$ cat src/rtl/wb_sequencer_if.sv
// Writeback sequencer bus: ALU and mul/div result inputs, the register-file
// write port, and the stall / hazard-mask outputs.
interface wb_sequencer_if;
    logic        halt_sys;
    logic        alu_valid;
    logic [3:0]  alu_addr;
    logic [15:0] alu_data;
    logic        md_valid;
    logic        md_ready;
    logic [3:0]  md_addr;
    logic [31:0] md_data;
    logic        md_r0;
    logic        write_en;
    logic        R0_en;
    logic [3:0]  write_address;
    logic [31:0] write_data;
    logic        wb_stall;
    logic [15:0] pending_mask;

    // Upstream side: produces results, consumes the write port and status.
    modport master (
        output halt_sys, alu_valid, alu_addr, alu_data,
        output md_valid, md_addr, md_data, md_r0,
        input  md_ready, write_en, R0_en, write_address, write_data,
        input  wb_stall, pending_mask
    );

    // Sequencer side.
    modport slave (
        input  halt_sys, alu_valid, alu_addr, alu_data,
        input  md_valid, md_addr, md_data, md_r0,
        output md_ready, write_en, R0_en, write_address, write_data,
        output wb_stall, pending_mask
    );
endinterface

$ cat src/rtl/wb_sequencer.sv
// Writeback sequencer: merges ALU results (priority) and FIFO-buffered mul/div
// results onto the register-file write port. Optional WB_PENDING_MASK_EN builds pending_mask.
module wb_sequencer #(
    parameter int FIFO_DEPTH = 2,
    parameter int AGE_MAX    = 4
) (
    input  logic          clk,
    input  logic          rst,
    wb_sequencer_if.slave bus
);

    localparam int PTR_W = $clog2(FIFO_DEPTH);
    localparam int AGE_W = $clog2(AGE_MAX + 1);

    typedef logic [PTR_W:0] ptr_t;

    typedef struct packed {
        logic [3:0]  addr;
        logic [31:0] data;
        logic        r0;
    } entry_t;

    typedef enum logic [1:0] {
        SEL_NONE,
        SEL_ALU,
        SEL_FIFO
    } wb_sel_t;

    entry_t             mem [FIFO_DEPTH];
    ptr_t               wr_ptr;
    ptr_t               rd_ptr;
    ptr_t               count;
    logic               empty;
    logic               full;
    logic               push;
    logic               pop;
    entry_t             head;
    logic [AGE_W-1:0]   age;
    wb_sel_t            sel;

    logic               wb_en;
    logic               wb_r0;
    logic [3:0]         wb_addr;
    logic [31:0]        wb_data;

    // Extra pointer bit distinguishes full from empty when indices match.
    assign count = wr_ptr - rd_ptr;
    assign empty = (count == '0);
    assign full  = (count == ptr_t'(FIFO_DEPTH));
    assign head  = mem[rd_ptr[PTR_W-1:0]];

    assign bus.md_ready = !full && !bus.halt_sys && !rst;
    assign push         = bus.md_valid && bus.md_ready;

    // The head is only visible a cycle after its push, so there is no bypass.
    always_comb begin
        sel = SEL_NONE;
        if (!bus.halt_sys) begin
            if (bus.alu_valid)
                sel = SEL_ALU;
            else if (!empty)
                sel = SEL_FIFO;
        end
    end

    assign pop = (sel == SEL_FIFO);

    // NOTE: storage is not reset; entry validity comes solely from the pointers.
    always_ff @(posedge clk) begin
        if (push)
            mem[wr_ptr[PTR_W-1:0]] <= '{addr: bus.md_addr, data: bus.md_data, r0: bus.md_r0};
    end

    // NOTE: sequential state uses non-blocking assignments so every register
    // samples the pre-edge values of its neighbours.
    always_ff @(posedge clk or posedge rst) begin
        if (rst) begin
            wr_ptr <= '0;
            rd_ptr <= '0;
        end else begin
            if (push)
                wr_ptr <= wr_ptr + 1'b1;
            if (pop)
                rd_ptr <= rd_ptr + 1'b1;
        end
    end

    always_ff @(posedge clk or posedge rst) begin
        if (rst) begin
            age <= '0;
        end else if (!bus.halt_sys) begin
            if (pop || empty)
                age <= '0;
            else if (age != AGE_W'(AGE_MAX))
                age <= age + 1'b1;
        end
    end

    assign bus.wb_stall = (age == AGE_W'(AGE_MAX));

    // Idle cycles drop only the enables; address and data keep their last value.
    always_ff @(posedge clk or posedge rst) begin
        if (rst) begin
            wb_en   <= 1'b0;
            wb_r0   <= 1'b0;
            wb_addr <= '0;
            wb_data <= '0;
        end else if (!bus.halt_sys) begin
            unique case (sel)
                SEL_ALU: begin
                    wb_en   <= 1'b1;
                    wb_r0   <= 1'b0;
                    wb_addr <= bus.alu_addr;
                    wb_data <= {16'h0, bus.alu_data};
                end
                SEL_FIFO: begin
                    wb_en   <= 1'b1;
                    wb_r0   <= head.r0;
                    wb_addr <= head.addr;
                    wb_data <= head.data;
                end
                default: begin
                    wb_en   <= 1'b0;
                    wb_r0   <= 1'b0;
                end
            endcase
        end
    end

    assign bus.write_en      = wb_en;
    assign bus.R0_en         = wb_r0;
    assign bus.write_address = wb_addr;
    assign bus.write_data    = wb_data;

`ifdef WB_PENDING_MASK_EN
    logic [15:0]      mask;
    logic [PTR_W-1:0] idx;

    always_comb begin
        mask = '0;
        idx  = '0;
        for (int k = 0; k < FIFO_DEPTH; k++) begin
            if (ptr_t'(k) < count) begin
                idx  = rd_ptr[PTR_W-1:0] + PTR_W'(k);
                mask = mask | (16'h1 << mem[idx].addr) | {15'h0, mem[idx].r0};
            end
        end
        if (wb_en)
            mask = mask | (16'h1 << wb_addr);
        mask = mask | {15'h0, wb_r0};
    end

    assign bus.pending_mask = mask;
`else
    assign bus.pending_mask = 16'h0;
`endif

endmodule

$ cat src/flat_wrapper.sv
// flat-port wrapper written by rule: the top's interface ports become plain ports
module wb_sequencer_flat 
#(
    parameter int FIFO_DEPTH = 2,
    parameter int AGE_MAX    = 4
)
  (clk, rst, bus_halt_sys, bus_alu_valid, bus_alu_addr, bus_alu_data, bus_md_valid, bus_md_addr, bus_md_data, bus_md_r0, bus_md_ready, bus_write_en, bus_R0_en, bus_write_address, bus_write_data, bus_wb_stall, bus_pending_mask);
  wb_sequencer_if bus_i ();
  input  logic clk;
  input  logic rst;
  input wire logic [$bits(bus_i.halt_sys)-1:0] bus_halt_sys;
  input wire logic [$bits(bus_i.alu_valid)-1:0] bus_alu_valid;
  input wire logic [$bits(bus_i.alu_addr)-1:0] bus_alu_addr;
  input wire logic [$bits(bus_i.alu_data)-1:0] bus_alu_data;
  input wire logic [$bits(bus_i.md_valid)-1:0] bus_md_valid;
  input wire logic [$bits(bus_i.md_addr)-1:0] bus_md_addr;
  input wire logic [$bits(bus_i.md_data)-1:0] bus_md_data;
  input wire logic [$bits(bus_i.md_r0)-1:0] bus_md_r0;
  output wire logic [$bits(bus_i.md_ready)-1:0] bus_md_ready;
  output wire logic [$bits(bus_i.write_en)-1:0] bus_write_en;
  output wire logic [$bits(bus_i.R0_en)-1:0] bus_R0_en;
  output wire logic [$bits(bus_i.write_address)-1:0] bus_write_address;
  output wire logic [$bits(bus_i.write_data)-1:0] bus_write_data;
  output wire logic [$bits(bus_i.wb_stall)-1:0] bus_wb_stall;
  output wire logic [$bits(bus_i.pending_mask)-1:0] bus_pending_mask;
  assign bus_i.halt_sys = bus_halt_sys;
  assign bus_i.alu_valid = bus_alu_valid;
  assign bus_i.alu_addr = bus_alu_addr;
  assign bus_i.alu_data = bus_alu_data;
  assign bus_i.md_valid = bus_md_valid;
  assign bus_i.md_addr = bus_md_addr;
  assign bus_i.md_data = bus_md_data;
  assign bus_i.md_r0 = bus_md_r0;
  assign bus_md_ready = bus_i.md_ready;
  assign bus_write_en = bus_i.write_en;
  assign bus_R0_en = bus_i.R0_en;
  assign bus_write_address = bus_i.write_address;
  assign bus_write_data = bus_i.write_data;
  assign bus_wb_stall = bus_i.wb_stall;
  assign bus_pending_mask = bus_i.pending_mask;
  wb_sequencer #(.FIFO_DEPTH(FIFO_DEPTH), .AGE_MAX(AGE_MAX)) u_core (.clk(clk), .rst(rst), .bus(bus_i));
endmodule
$ cat config.mk
export PLATFORM = sky130hd
export DESIGN_NAME = wb_sequencer_flat
export DESIGN_NICKNAME = d
export VERILOG_FILES = /design/src/rtl/wb_sequencer_if.sv /design/src/rtl/wb_sequencer.sv /design/src/flat_wrapper.sv
export SDC_FILE = /design/constraint.sdc
export NUM_CORES = 1
export LEC_CHECK = 0
export CAP_MARGIN = 20
export CORE_UTILIZATION = 30
export DETAILED_ROUTE_END_ITERATION = 10
export GPL_TIMING_DRIVEN = 0
export MAX_ROUTING_LAYER = met4
export SETUP_SLACK_MARGIN = 0.05
export SYNTH_ARGS = -nofsm -noshare
export SYNTH_HDL_FRONTEND = slang
export SYNTH_SLANG_ARGS = --single-unit
$ cat constraint.sdc
create_clock -name clk -period 3.8 [get_ports clk]
set_input_delay 0.57 -clock clk [delete_from_list [all_inputs] [get_ports clk]]
set_output_delay 0.57 -clock clk [all_outputs]
set_load 0.02 [all_outputs]
==> results.toml, run 1 <==
[routing]
first_iter_violations = 84
routed_via_density = 4.383
route.final.wire_length_um = 10520
detail_route.first_pass.iterations = 4
num_vias = 3011
ant_nets = 0
drt-wirelength-per-cell_um = 15.31
remaining_drc_errors = 0

[timing]
slew_headroom_pct = 41.85
min_period_over_period_pct = 67.97
min_clock_period_post_route_ns = 2.583
max_slew.worst_pin.slew_ns = 0.8710
setup_viol = 0
drv_slew = 0
fmaxAchievable_mhz = 387.1
clock_skew_ns = 0.005890
finalHoldViolCount = 0
rsz0062_at_grt = "no"

[final_layout]
final_cell_mix = "clkdlybuf4s50_1, edfxtp_1, dfrtp_1"
postLayoutCellArea_mm2 = 0.006759
finalNetCount = 528
most_common_cell_after_layout_fill_and_taps_aside = "clkdlybuf4s50_1"
diodes = 0
areaGrowthSynthToFinish_pct = 40.46
drive_above_1_share_pct = 15.34

[power]
vdd_drop_max_v = 0.0002811
fin_total_pwr_mw = 4.772
total_leakage_power_nw = 2.767
power_per_cell_area_mw_per_mm2 = 706.0

[cts]
clock_transition_at_the_registers_of_the_reported_paths_ns = 0.05
cts_hold_buffers = 0
clock_tree.root_cell = "clkbuf_16"
numCtsBuffers = 17
insertion_delay_ns = 0.40
clockBufferDepth = 2
post_cts.resized_instances = 0
cts_tree = "built"
htree_levels = 4
setup_repair_bufs_after_cts = 0
clock-sinks = 119

[global_routing]
grt.busiest_layer = "met2"
gr-usage-met1_pct = 16.22
maximum_number_of_pins_on_one_net_before_global_route_repair = 38
grtUsageMet3_pct = 3.950
grtUsageMet2_pct = 23.47
grt_first_pass_wirelength_um = 16480
grt_use_total_pct = 14.02
gr-total-overflow = 0
initial_antenna_violation_count = 0
vias_in_the_first_global_route = 3152

[run_status]
outcome = "finished clean"

[setup_path]
start_kind = "flop"
cpPeakStageDelay_ns = 0.65
critical_path.slowest_cell = "clkdlybuf4s50_1"
worstPathArrival_ns = 2.01
timing.critical_path.cells = "clkbuf_2 -> xnor2_1 -> a211oi_1 -> clkdlybuf4s50_1"
worstSetupPathType = "flop to output pin"
crit_path_max_fanout = 5
worstPathRequired_ns = 3.23
worstSetupEndpointType = "output pin"

[floorplanning]
io-pin-count = 118
die_h_um = 128.7
fp.coreArea_mm2 = 0.01543
die_width_um = 128.7
floorplan.die_area_mm2 = 0.01655
initial_cell_density_of_the_core_pct = 31.19
row_count = 45

[yosys]
post_synthesis_sequential_area_ratio_pct = 69.58
ys_dominant_reg_cell = "edfxtp_1"
flop_and_latch_count_out_of_synthesis = 119
synth_warnings = 0
synth_enable_flop_cells = 74
synth.cell_area_mm2 = 0.004812
syn-instance-count = 327
netlist_cell_types = 31
post_synthesis_async_set_or_reset_flop_share_pct = 37.82
avgSynthCellArea_um2 = 14.72

[placement]
place_congestion = 0.7263
dpl-instance-area_mm2 = 0.006188
dp_hpwl_um = 7292
port_buffers = 100

[run]
max_cap_violations = 0

[worst_hold_path]
min_path_type = "primary input to flop"
## cells by family (layout without fill, tap and decap cells)
family                     Yosys count  after routing  share of synthesized area [%]
adders and majority gates            3              3                         0.7801
other                                1             16                        0.07793
xor gates and xnor gates             8              8                          1.456
AOI/OAI and AO/OA                   70             70                          10.97
DFF                                119            119                          69.58
muxes                               37             37                          7.696
buffers and inverters               42            176                          5.460
and+or+nand+nor                     47             47                          3.978
## state kept, by name (all words and copies together) (netlist names)
register	cells
u_core.rd_ptr	2
u_core.wr_ptr	2
u_core.mem	74
u_core.age	3
u_core.bus.R0_en	1
u_core.bus.write_address	4
u_core.bus.write_en	1
u_core.bus.write_data	32
## critical path, delay by kind of cell (launching register included)
kind,cells,cell delay (ns)
xor+xnor,1,0.20
flops,1,0.36
buf+inv,2,0.82
compound gates,1,0.24
## area by class of cell
type | count | area [µm²]
Buffer | 36 | 240.2
Clock buffer | 22 | 464.2
Clock inverter | 10 | 106.4
Fill cell | 1428 | 8668
Inverter | 6 | 22.52
Multi-Input combinational cell | 181 | 1265
Sequential cell | 119 | 3348
Tap cell | 211 | 264.0
Timing Repair Buffer | 102 | 1049
## synth_stat cells (4+ instances only)
cell type  number  share of area, %
edfxtp_1       74                46
dfrtp_1        45                23
mux2i_1        37               7.7
nor2_1         23               1.8
a211oi_1       22               3.4
a21o_1         20               3.1
nand2_1        19               1.5
buf_4          18               2.8
o21ai_2        10               1.8
clkbuf_1        7              0.55
o21ai_0         7              0.73
inv_1           6              0.47
buf_2           5              0.52
xnor2_1         5              0.91
buf_6           4              0.94
## worst paths after layout
kind,slack [ns],startpoint,depth (start not counted),endpoint
max,1.22,u_core.wr_ptr[0]$_DFFE_PP0P_,4,bus_md_ready
min,0.41,bus_halt_sys,2,u_core.bus.R0_en$_DFFE_PP0N_
max reg2reg,1.30,u_core.wr_ptr[0]$_DFFE_PP0P_,9,u_core.bus.write_data[22]$_DFFE_PP0P_
min reg2reg,0.47,u_core.bus.write_data[0]$_DFFE_PP0P_,1,u_core.bus.write_data[0]$_DFFE_PP0P_
max in group asynchronous,2.82,rst,3,u_core.bus.write_data[15]$_DFFE_PP0P_
min in group asynchronous,0.49,rst,2,u_core.bus.write_data[26]$_DFFE_PP0P_
## power by group
| group | internal [mW] | total [mW] | switching (mW) |
|---|---|---|---|
| Clock | 0.992 | 1.53 | 0.535 |
| Sequential | 1.64 | 1.77 | 0.132 |
| Combinational | 0.684 | 1.47 | 0.788 |
## stage by stage
stage          setup TNS [ns]  hold WS, ns  utilization, %  cells  worst slack [ns]
2_1_floorplan               0       0.4934               -    342            0.7103
3_3_place_gp           -30.17       0.4626           39.76    653           -0.8175
3_5_place_dp                0       0.4649           40.11    655             1.069
4_1_cts                     0       0.3969           43.81    687             1.187
5_1_grt                     0       0.4140           43.81    687             1.102
6_report                    0       0.4121           43.81    687             1.217
## metal layers
layer / up-vias / wire length [µm]
met4: 0 / 130
met3: 16 / 544
met1: 1466 / 4532
li1: 1441 / -
met2: 88 / 5310
met5: - / 0
Note: power is estimated with default switching activity, not from simulation.
==> run 2, diff against run 1 <==
==> constraint.sdc (replaced) <==
create_clock -name clk -period 2.7 [get_ports clk]
set_input_delay 0.405 -clock clk [delete_from_list [all_inputs] [get_ports clk]]
set_output_delay 0.405 -clock clk [all_outputs]
set_load 0.02 [all_outputs]
==> run 2 against run 1 <==
Effect of this change: first-iteration DRC count fell by 8.3%; non-clock buffer count is the same; cell count unchanged; critical path type unchanged; critical endpoint unchanged; largest power group unchanged.
==> results.toml, run 2 (synthesis gave the netlist of run 1 again) <==
[final_layout]
largest_register_ffs = 74
finalNetCount = 528
final_cell_mix = "clkdlybuf4s50_1, edfxtp_1, dfrtp_1"
drive_above_1_share_pct = 15.76
most_common_cell_after_layout_fill_and_taps_aside = "clkdlybuf4s50_1"
areaGrowthSynthToFinish_pct = 41.68
diodes = 0
n_fill_cell = 1408

[routing]
first_iter_violations = 77
met3_length_um = 528
num_vias = 3027
detail_route.first_pass.iterations = 4
drt-wirelength-per-cell_um = 15.42
route.met2.wl_um = 5292
remaining_drc_errors = 0
route.final.wire_length_um = 10590
detail_route.wirelength.met1_um = 4592
ant_nets = 0
routed_via_density = 4.406
top_signal_layer_used = "met4"

[setup_path]
endpoint = "bus_md_ready"
worstReg2RegStart = "u_core.wr_ptr[0]$_DFFE_PP0P_"
critPathLaunch = "u_core.wr_ptr[0]$_DFFE_PP0P_"
worstSetupEndpointType = "output pin"
worstSetupPathType = "flop to output pin"
r2r.worst_path.cells = 8
worstPathRequired_ns = 2.30
crit-reg2reg-capture = "u_core.bus.write_data[6]$_DFFE_PP0P_"
start_kind = "flop"
reg2reg_setup_slack_ns = 0.35
crit_path_max_fanout = 5
worstPathArrival_ns = 2.04

[power]
power.switching_fraction_pct = 29.53
power_per_cell_area_mw_per_mm2 = 1021
vdd_drop_max_v = 0.0003710
seq_power_share_pct = 35.8
design_internal_power_mw = 4.906
fin_total_pwr_mw = 6.962
reported_net_switching_power_mw = 2.056
total_leakage_power_nw = 2.797
share_clk_of_total_power_pct = 34.5
comb_power_share_pct = 29.7

[timing]
slew_headroom_pct = 38.20
setup_viol = 0
fin_ws_ns = 0.2579
setup_tns_ns = 0
fmaxAchievable_mhz = 409.5
worst_hold_slack_ns = 0.2288
min_clock_period_post_route_ns = 2.442
drv_slew = 0
rsz0062_at_grt = "no"
max_slew.worst_pin.slew_ns = 0.9257
finalHoldViolCount = 0
clock_skew_ns = 0.006198
min_period_over_period_pct = 90.45

[floorplanning]
die_width_um = 128.7
row_count = 45
fp.coreArea_mm2 = 0.01543
floorplan.die_area_mm2 = 0.01655
die_h_um = 128.7
io-pin-count = 118
initial_cell_density_of_the_core_pct = 31.19

[cts]
post_cts.resized_instances = 0
clock-sinks = 119
numCtsBuffers = 17
cts_hold_buffers = 0
htree_levels = 4
setup_repair_bufs_after_cts = 0
clock_transition_at_the_registers_of_the_reported_paths_ns = 0.05
clockBufferDepth = 2
insertion_delay_ns = 0.41
cts_tree = "built"
clock_tree.root_cell = "clkbuf_16"

[placement]
place_congestion = 0.7402
post-place-ws_ns = 0.1808
port_buffers = 100
dp_hpwl_um = 7177

[global_routing]
grt_first_pass_wirelength_um = 16410
gr-total-overflow = 0
maximum_number_of_pins_on_one_net_before_global_route_repair = 38
initial_antenna_violation_count = 0
grt_use_total_pct = 14.31
vias_in_the_first_global_route = 3049

[run_status]
outcome = "finished clean"

[worst_hold_path]
min_path_type = "primary input to flop"

[run]
max_cap_violations = 0
[run 2: cell count changes in the layout (fill, tap and decap cells not counted), moves of 2 or more]
cell / before / now
clkinv_2: 6 / 2
clkbuf_1: 10 / 7
clkbuf_8: 2 / 4
clkbuf_2: 1 / 4
bufinv_16: 2 / 4
clkinv_1: 0 / 2
[run 2: how the worst min path moves through the flow]
| stage | from | to | slack (ns) | cells after the start |
|---|---|---|---|---|
| finish | bus_halt_sys | u_core.bus.R0_en$_DFFE_PP0N_ | 0.23 | 2 |
| floorplan | u_core.mem[0][17]$_DFFE_PP_ | u_core.bus.write_data[16]$_DFFE_PP0P_ | 0.49 | 2 |
| global route | bus_halt_sys | u_core.bus.R0_en$_DFFE_PP0N_ | 0.22 | 2 |
| detailed placement | u_core.bus.write_address[1]$_DFFE_PP0P_ | u_core.bus.write_address[1]$_DFFE_PP0P_ | 0.47 | 1 |
| CTS | bus_halt_sys | u_core.bus.R0_en$_DFFE_PP0N_ | 0.21 | 2 |
| global placement | u_core.bus.write_data[15]$_DFFE_PP0P_ | u_core.bus.write_data[15]$_DFFE_PP0P_ | 0.46 | 1 |
[run 2: power by group through the flow]
stage               sequential, mW  combinational, mW  clock [mW]
floorplan                     2.76               1.01           0
global placement              2.52               2.04           0
detailed placement            2.53               2.10           0
CTS                           2.50               2.11        2.44
global route                  2.54               2.23        2.53
finish                        2.49               2.07        2.40
[run 2: cell type report]
cell class,count,area [µm²],area share (%)
Sequential cell,119,3348,49.11
Multi-Input combinational cell,181,1265,18.55
Timing Repair Buffer,102,1041,15.27
Clock buffer,23,488.0,7.157
Tap cell,211,264.0,3.872
Buffer,36,244.0,3.579
Clock inverter,9,145.1,2.129
Inverter,6,22.52,0.3303
[run 2: per-layer routing]
metal / GRT usage [%] / vias up
li1: - / 1439
met1: 16.41 / 1497
met2: 23.15 / 79
met3: 3.867 / 12
met4: 7.059 / 0
met5: - / -
[run 2: worst max-delay path, stage by stage, from the launching register on]
cell             delay (ns)
dfrtp_1                0.36
clkbuf_2               0.16
xnor2_1                0.20
a211oi_1               0.27
clkdlybuf4s50_1        0.65
[run 2: through the flow]
step	cells	util, %	cell area (µm²)
floorplan	342	-	4871
global placement	653	39.77	6136
detailed placement	655	40.06	6181
CTS	687	44.17	6814
global route	687	44.19	6818
finish	687	44.19	6818
